### src/rtl/fetch_ir_pkg.sv
// Shared types and constants for the instruction fetch stage.
package fetch_ir_pkg;

   typedef enum logic [1:0] {
      ST_IDLE,
      ST_WAIT,
      ST_DRAIN
   } fetch_state_e;

   localparam logic [31:0] NOP_INSTR = 32'h0000_0013;

endpackage

### src/rtl/fetch_ir_if.sv
// Instruction bus between the fetch stage (master) and memory (slave).
interface fetch_ir_if;

   logic        mem_valid;
   logic [31:0] mem_addr;
   logic        mem_ready;
   logic [31:0] mem_rdata;

   modport master (
      output mem_valid,
      output mem_addr,
      input  mem_ready,
      input  mem_rdata
   );

   modport slave (
      input  mem_valid,
      input  mem_addr,
      output mem_ready,
      output mem_rdata
   );

endinterface

### src/rtl/fetch_ir_watchdog.sv
// Cycle counter for the fetch stage; expired is high in the cycle that is the
// TIMEOUT_CYCLES-th consecutive cycle with run high. Used under FETCH_TIMEOUT_EN.
module fetch_watchdog #(
   parameter int unsigned TIMEOUT_CYCLES = 255
) (
   input  logic clk,
   input  logic resetn,
   input  logic run,
   output logic expired
);

   localparam int unsigned CNT_W = (TIMEOUT_CYCLES < 2) ? 1 : $clog2(TIMEOUT_CYCLES);
   localparam logic [CNT_W-1:0] LIMIT = CNT_W'(TIMEOUT_CYCLES - 1);

   logic [CNT_W-1:0] cnt_q;
   logic [CNT_W-1:0] cnt_d;

   always_comb begin
      cnt_d   = run ? cnt_q + 1'b1 : '0;
      expired = run && (cnt_q == LIMIT);
   end

   always_ff @(posedge clk or negedge resetn) begin
      if (!resetn) cnt_q <= '0;
      else         cnt_q <= cnt_d;
   end

endmodule

### src/rtl/fetch_ir.sv
// Instruction fetch stage: one bus read per fetch_req, result held in instr.
// Optional bus watchdog enabled by defining FETCH_TIMEOUT_EN.
module fetch_ir
   import fetch_ir_pkg::*;
#(
   parameter logic [31:0] RESET_ADDR     = 32'h8000_0000,
   parameter int unsigned TIMEOUT_CYCLES = 255
) (
   input  logic        clk,
   input  logic        resetn,
   input  logic        fetch_req,
   input  logic [31:0] pc,
   input  logic        flush,
   fetch_ir_if.master  mem,
   output logic [31:0] instr,
   output logic [31:0] old_pc,
   output logic        fetch_done,
   output logic        fetch_fault,
   output logic        busy
);

   fetch_state_e state_q, state_d;
   logic [31:0]  addr_q, addr_d;
   logic [31:0]  instr_q, instr_d;
   logic [31:0]  old_pc_q, old_pc_d;
   logic         done_q, done_d;
   logic         fault_q, fault_d;
   logic         wd_expired;

   assign busy = (state_q != ST_IDLE);

`ifdef FETCH_TIMEOUT_EN
   fetch_watchdog #(.TIMEOUT_CYCLES(TIMEOUT_CYCLES)) u_watchdog (
      .clk     (clk),
      .resetn  (resetn),
      .run     (busy),
      .expired (wd_expired)
   );
`else
   assign wd_expired = 1'b0;
`endif

   always_comb begin
      state_d  = state_q;
      addr_d   = addr_q;
      instr_d  = instr_q;
      old_pc_d = old_pc_q;
      done_d   = 1'b0;
      fault_d  = 1'b0;
      case (state_q)
         ST_IDLE: begin
            if (fetch_req && !flush) begin
               if (pc[1:0] == 2'b00) begin
                  addr_d  = pc;
                  state_d = ST_WAIT;
               end else begin
                  fault_d = 1'b1;
               end
            end
         end
         ST_WAIT: begin
            // ready beats timeout; a timeout coinciding with flush stays silent
            if (mem.mem_ready) begin
               state_d = ST_IDLE;
               if (!flush) begin
                  instr_d  = mem.mem_rdata;
                  old_pc_d = addr_q;
                  done_d   = 1'b1;
               end
            end else if (wd_expired) begin
               state_d = ST_IDLE;
               fault_d = !flush;
            end else if (flush) begin
               state_d = ST_DRAIN;
            end
         end
         ST_DRAIN: begin
            if (mem.mem_ready || wd_expired) state_d = ST_IDLE;
         end
         default: state_d = ST_IDLE;
      endcase
   end

   always_ff @(posedge clk or negedge resetn) begin
      if (!resetn) begin
         state_q  <= ST_IDLE;
         addr_q   <= '0;
         instr_q  <= NOP_INSTR;
         old_pc_q <= RESET_ADDR;
         done_q   <= 1'b0;
         fault_q  <= 1'b0;
      end else begin
         state_q  <= state_d;
         addr_q   <= addr_d;
         instr_q  <= instr_d;
         old_pc_q <= old_pc_d;
         done_q   <= done_d;
         fault_q  <= fault_d;
      end
   end

   assign mem.mem_valid = busy;
   assign mem.mem_addr  = addr_q;
   assign instr         = instr_q;
   assign old_pc        = old_pc_q;
   assign fetch_done    = done_q;
   assign fetch_fault   = fault_q;

endmodule
### src/flat_wrapper.sv
// flat-port wrapper written by rule: the top's interface ports become plain ports
module fetch_ir_flat import fetch_ir_pkg::*;
#(
   parameter logic [31:0] RESET_ADDR     = 32'h8000_0000,
   parameter int unsigned TIMEOUT_CYCLES = 255
)
  (clk, resetn, fetch_req, pc, flush, instr, old_pc, fetch_done, fetch_fault, busy, mem_mem_valid, mem_mem_addr, mem_mem_ready, mem_mem_rdata);
  fetch_ir_if mem_i ();
  input  logic clk;
  input  logic resetn;
  input  logic fetch_req;
  input  logic [31:0] pc;
  input  logic flush;
  output logic [31:0] instr;
  output logic [31:0] old_pc;
  output logic fetch_done;
  output logic fetch_fault;
  output logic busy;
  output wire logic [$bits(mem_i.mem_valid)-1:0] mem_mem_valid;
  output wire logic [$bits(mem_i.mem_addr)-1:0] mem_mem_addr;
  input wire logic [$bits(mem_i.mem_ready)-1:0] mem_mem_ready;
  input wire logic [$bits(mem_i.mem_rdata)-1:0] mem_mem_rdata;
  assign mem_mem_valid = mem_i.mem_valid;
  assign mem_mem_addr = mem_i.mem_addr;
  assign mem_i.mem_ready = mem_mem_ready;
  assign mem_i.mem_rdata = mem_mem_rdata;
  fetch_ir #(.RESET_ADDR(RESET_ADDR), .TIMEOUT_CYCLES(TIMEOUT_CYCLES)) u_core (.clk(clk), .resetn(resetn), .fetch_req(fetch_req), .pc(pc), .flush(flush), .mem(mem_i), .instr(instr), .old_pc(old_pc), .fetch_done(fetch_done), .fetch_fault(fetch_fault), .busy(busy));
endmodule
### config.mk
export PLATFORM = sky130hd
export DESIGN_NAME = fetch_ir_flat
export DESIGN_NICKNAME = d
export VERILOG_FILES = /design/src/rtl/fetch_ir_pkg.sv /design/src/rtl/fetch_ir_if.sv /design/src/rtl/fetch_ir_watchdog.sv /design/src/rtl/fetch_ir.sv /design/src/flat_wrapper.sv
export SDC_FILE = /design/constraint.sdc
export NUM_CORES = 1
export LEC_CHECK = 0
export ABC_AREA = 1
export BUFFER_PORTS_ARGS = -buffer_cell sky130_fd_sc_hd__buf_2
export CORE_ASPECT_RATIO = 1.4
export CORE_MARGIN = 1
export CORE_UTILIZATION = 51
export CTS_CLUSTER_DIAMETER = 80
export CTS_CLUSTER_SIZE = 12
export DETAILED_ROUTE_END_ITERATION = 16
export GPL_ROUTABILITY_DRIVEN = 0
export PLACE_DENSITY = 0.91
export SLEW_MARGIN = 20
export SYNTH_ARGS = -nofsm -noshare
export SYNTH_HDL_FRONTEND = slang
export SYNTH_SLANG_ARGS = --single-unit
### constraint.sdc
create_clock -name clk -period 2.05 [get_ports clk]
set_clock_uncertainty 0.1 [all_clocks]
set_input_delay 0.1025 -clock clk [delete_from_list [all_inputs] [get_ports clk]]
set_output_delay 0.1025 -clock clk [all_outputs]
set_load 0.01 [all_outputs]
After elaboration in Yosys (flattened, before gate mapping)
Cells that the tools add are included.
Widths: inputs -> output; s select.
{ "word_totals": {"ff_bits": 100, "out_inout_bits": 100} }
{ "op_classes": {"n_eq_ne": 6, "muxes": 12, "bitwise": 1, "reduce_logical": 8} }
{ "op_table": {"columns": ["cell", "count"], "rows": [
  ["$mux 2", 5],
  ["$mux 1", 6],
  ["$pmux 2 s3", 1],
  ["$reduce_and 3->1", 2],
  ["$logic_not 2->1", 2],
  ["$ne 2x1->1 const B", 2],
  ["$reduce_and 4->1", 1],
  ["$ne 3x3->1 const B", 1],
  ["$eq 2x1->1 const B", 1],
  ["$eq 2x2->1 const B", 1],
  ["$ne 2x2->1 const B", 1],
  ["$reduce_bool 2->1", 1],
  ["$logic_and 1x1->1", 1],
  ["$logic_not 1->1", 1],
  ["$not 1->1", 1]
]} }

Longest topological paths before layout
{ "logic_depth": {"depth_word": 4, "mapped_depth": 8, "depth_no_buf": 6} }

Worst setup path after synthesis
OpenSTA, ideal clock, no wires.
{ "synth_path": {"path_type": "register to register", "from": "register u_core.state_q[1]", "to": "register u_core.old_pc_q[0] (netlist: u_core.old_pc[0])", "setup_ns": 0.117, "arrival_ns": 1.021, "t_required_ns": 1.833, "slack_ns": 0.813, "stages_incl_launch_ff": 7, "path_cell_list": "dfrtp_1 nor2_2 nand2_1 buf_2 buf_2 nand2_1 nand2_1"} }
{ "synth_between": {"elab_chain_len": 2} }
{ "synth_lines": {"columns": ["element", "line_no", "rtl"], "rows": [
  ["start, declared", "fetch_ir.sv:22", "fetch_state_e state_q, state_d;"],
  ["start signal, assigned", "fetch_ir.sv:93", "state_q <= state_d;"],
  ["$eq 2x1->1", "fetch_ir.sv:50", "case (state_q)"],
  ["$reduce_and 3->1 (no line)", null, null],
  ["end signal, assigned", "fetch_ir.sv:96", "old_pc_q <= old_pc_d;"],
  ["end, declared", "fetch_ir.sv:25", "logic [31:0] old_pc_q, old_pc_d;"]
]} }
No other way between the ends.
A chain may end at the register's enable or synchronous reset.

Final worst setup path
{ "layout_path": {"from": "register u_core.state_q[1]", "to": "output port mem_mem_valid"} }
{ "layout_between": {"elab_chain_len": 1} }
{ "layout_lines": {"columns": ["element", "line_no", "rtl"], "rows": [
  ["$reduce_bool 2->1", "fetch_ir.sv:30", "assign busy = (state_q != ST_IDLE);"],
  ["end, declared", "flat_wrapper.sv:19", "output wire logic [$bits(mem_i.mem_valid)-1:0] mem_mem_valid;"]
]} }
No other way between the ends.

==> out/metrics.cfg <==
[status]
status=completed

[timing]
fmax_mhz=572
hold_viol=0
rsz0062_at_grt=false
tightest_slew_ns=0.518
report.final.slew_viol_count=0
setup_tns_ns=0
setup_viol=0
layout_min_cycle_time_ns=1.75
fin_ws_ns=0.302
period_share_pct=85.3
slew_headroom_pct=65.5
whs_ns=0.0547

[setup_path]
critPathMaxStageDelay_ns=0.43
crit_type=reg -> out
critPathSlowestCell=dfrtp_1
crit_chain=nor2_2 > buf_4 > inv_1 > buf_2
start_kind=flip-flop
arrival_ns=1.55
critPathRequiredTime_ns=1.85
cp-end-kind=output port
worstPathMaxFanout=32
rrSetupSlack_ns=0.44

[die]
fp.dieH_um=106
die_w_um=76.1
io-pin-count=169
start_util_pct=52.9
fp-row-count=37
die-area_sq_um=8040
core-area_sq_um=7410

[power]
peakVddDrop_uv=606
switching_share_pct=31.0
p_total_w=0.00535
p_sw_w=0.00166
p_leak_nw=3.34
power_density_nw_per_um2=941
p_int_w=0.00369
seqPwrFrac_pct=49.4
pwr-share-clk_pct=26.0
comb_power_share_pct=24.6

[clocking]
cts_setup_buffers=0
clk_path_buf_depth=2
post_cts_resized=0
cts_hold_buf=66
worstSkewPairLatency_ns=0.36
cts_buffers=9
cts_root_buf=clkbuf_8
cts.clk_slew.worst_paths_ns=0.10
cts_tree=yes
clkSinkCount=100
htree_levels=3

[routing]
drc=0
top_layer_used=met4
wl_mm=11.6
drt_iter0_drc=327
vias=3897
routedWlPerCell_um=15.3
dr.pass1.iters=5
final_antenna_net_count=0
wl_met2_mm=6.00
viasPerCell=5.12
wl_met3_um=784
wl_met1_mm=4.46

[grt]
grtUsageTotal_pct=30.2
gr-total-overflow=0
antenna_found_initial=0
grt_pass1_wl_mm=18.7
grt_max_degree=64
first_global_vias=3954

[yosys]
synth-async-reset-ratio_pct=100
syn_area_sq_um=3920
synth_top_area_cell=dfrtp_1
yosys.cell_types.count=15
netlist_instances=432
synth.most_common_cell=nand2_1
synthTopCellsByCount=nand2_1 (258), dfrtp_1 (96), nand4_1 (30)
avgSynthCellArea_sq_um=9.07
synthTopCellsByArea=dfrtp_1 (61%), nand2_1 (25%), nand4_1 (4.8%)
synth_fp_nets=501
yosys_warnings=0
yosys.area.top_type_share_pct=61.3
yosys_most_used_dff=dfrtp_1
ys_seq_elements=100
ys_seq_area_share_pct=64.0
synth_edf_count=0

[finish]
utilization_pct=76.9
diodes=0
area_growth_pct=45.4
drive_gt1_share_pct=30.7
final_nets=728
fill_cells=499

[run]
maxCapViolations=0

[placement]
numPortBuffers=168
place_ws_ns=0.664
dp_hpwl_mm=6.49

[worst_hold_path]
min-delay-path-class=in -> reg

==> layout make-up <==
type	instances	area, sq um	area share, %
Sequential cell	100	2510	44.0
Timing Repair Buffer	243	1600	28.0
Multi-Input combinational cell	298	1220	21.4
Clock buffer	11	141	2.48
Tap cell	97	121	2.13
Clock inverter	5	83.8	1.47
Inverter	7	26.3	0.462
==> sequential cells by signal, summed over array words and instances (netlist names) <==
| register | cells |
|---|---|
| u_core.old_pc | 32 |
| u_core.mem.mem_addr | 32 |
| u_core.instr | 32 |
| u_core.state_q | 2 |
| u_core.fetch_fault | 1 |
| u_core.fetch_done | 1 |
==> cells by family (layout without fill, tap and decap cells) <==
| family | count (synthesis) | in the layout | synth area share, % |
|---|---|---|---|
| buffers and inverters | 34 | 266 | 5.05 |
| and+or+nand+nor | 297 | 297 | 30.8 |
| DFF | 100 | 100 | 64.0 |
| AOI/OAI and AO/OA | 1 | 1 | 0.128 |
==> routing by layer <==
| layer | global-route usage, % | up-vias |
|---|---|---|
| li1 | - | 1795 |
| met1 | 35.6 | 1860 |
| met2 | 52.3 | 202 |
| met3 | 6.49 | 40 |
| met4 | 15.1 | 0 |
| met5 | 0 | - |
==> through the flow <==
stage | cells | instance area (sq um)
detailed placement | 679 | 4810
floorplan | 432 | 3920
global route | 761 | 5690
global placement | 679 | 4810
finish | 761 | 5690
CTS | 761 | 5690
==> final timing paths <==
kind	startpoint	to	cells past startpoint
worst max-delay path	u_core.state_q[1]	mem_mem_valid	4
worst min register to register	u_core.instr[1]	u_core.instr[1]	2
min in group asynchronous	resetn	u_core.old_pc[13]	2
max in group asynchronous	resetn	u_core.old_pc[31]	3
worst max register to register	u_core.state_q[1]	u_core.state_q[0]	4
worst min-delay path	pc[0]	u_core.mem.mem_addr[0]	5
==> worst max-delay path, delay by kind of cell, from the launching register on <==
kind	cells	cell delay [ns]
AND/OR/NAND/NOR	1	0.16
buffers and inverters	3	0.59
flip-flops	1	0.43
==> placed cells by master, fill, tap and decap left out <==
cell and n:
dlygate4sd3_1 66, clkbuf_1 1, nor2_1 2, inv_1 5, buf_12 2, buf_4 8
nand4_1 30, clkinvlp_4 2, clkbuf_8 10, dfstp_2 4, dfrtp_1 96, buf_2 167
bufinv_16 2, nand2_2 1, inv_6 1, inv_2 2, nand2_1 257, nand3_2 1
nor2_2 4, nand3_1 2, o21ai_0 1
==> power groups by stage <==
stage | logic (W) | registers, W | clock network (W)
3_5_place_dp | 0.00119 | 0.00266 | 0
4_1_cts | 0.00130 | 0.00263 | 0.00141
2_1_floorplan | 0.000371 | 0.00284 | 0
6_report | 0.00132 | 0.00265 | 0.00139
5_1_grt | 0.00145 | 0.00269 | 0.00148
3_3_place_gp | 0.00115 | 0.00265 | 0
Power figures use the tool's default switching activity.
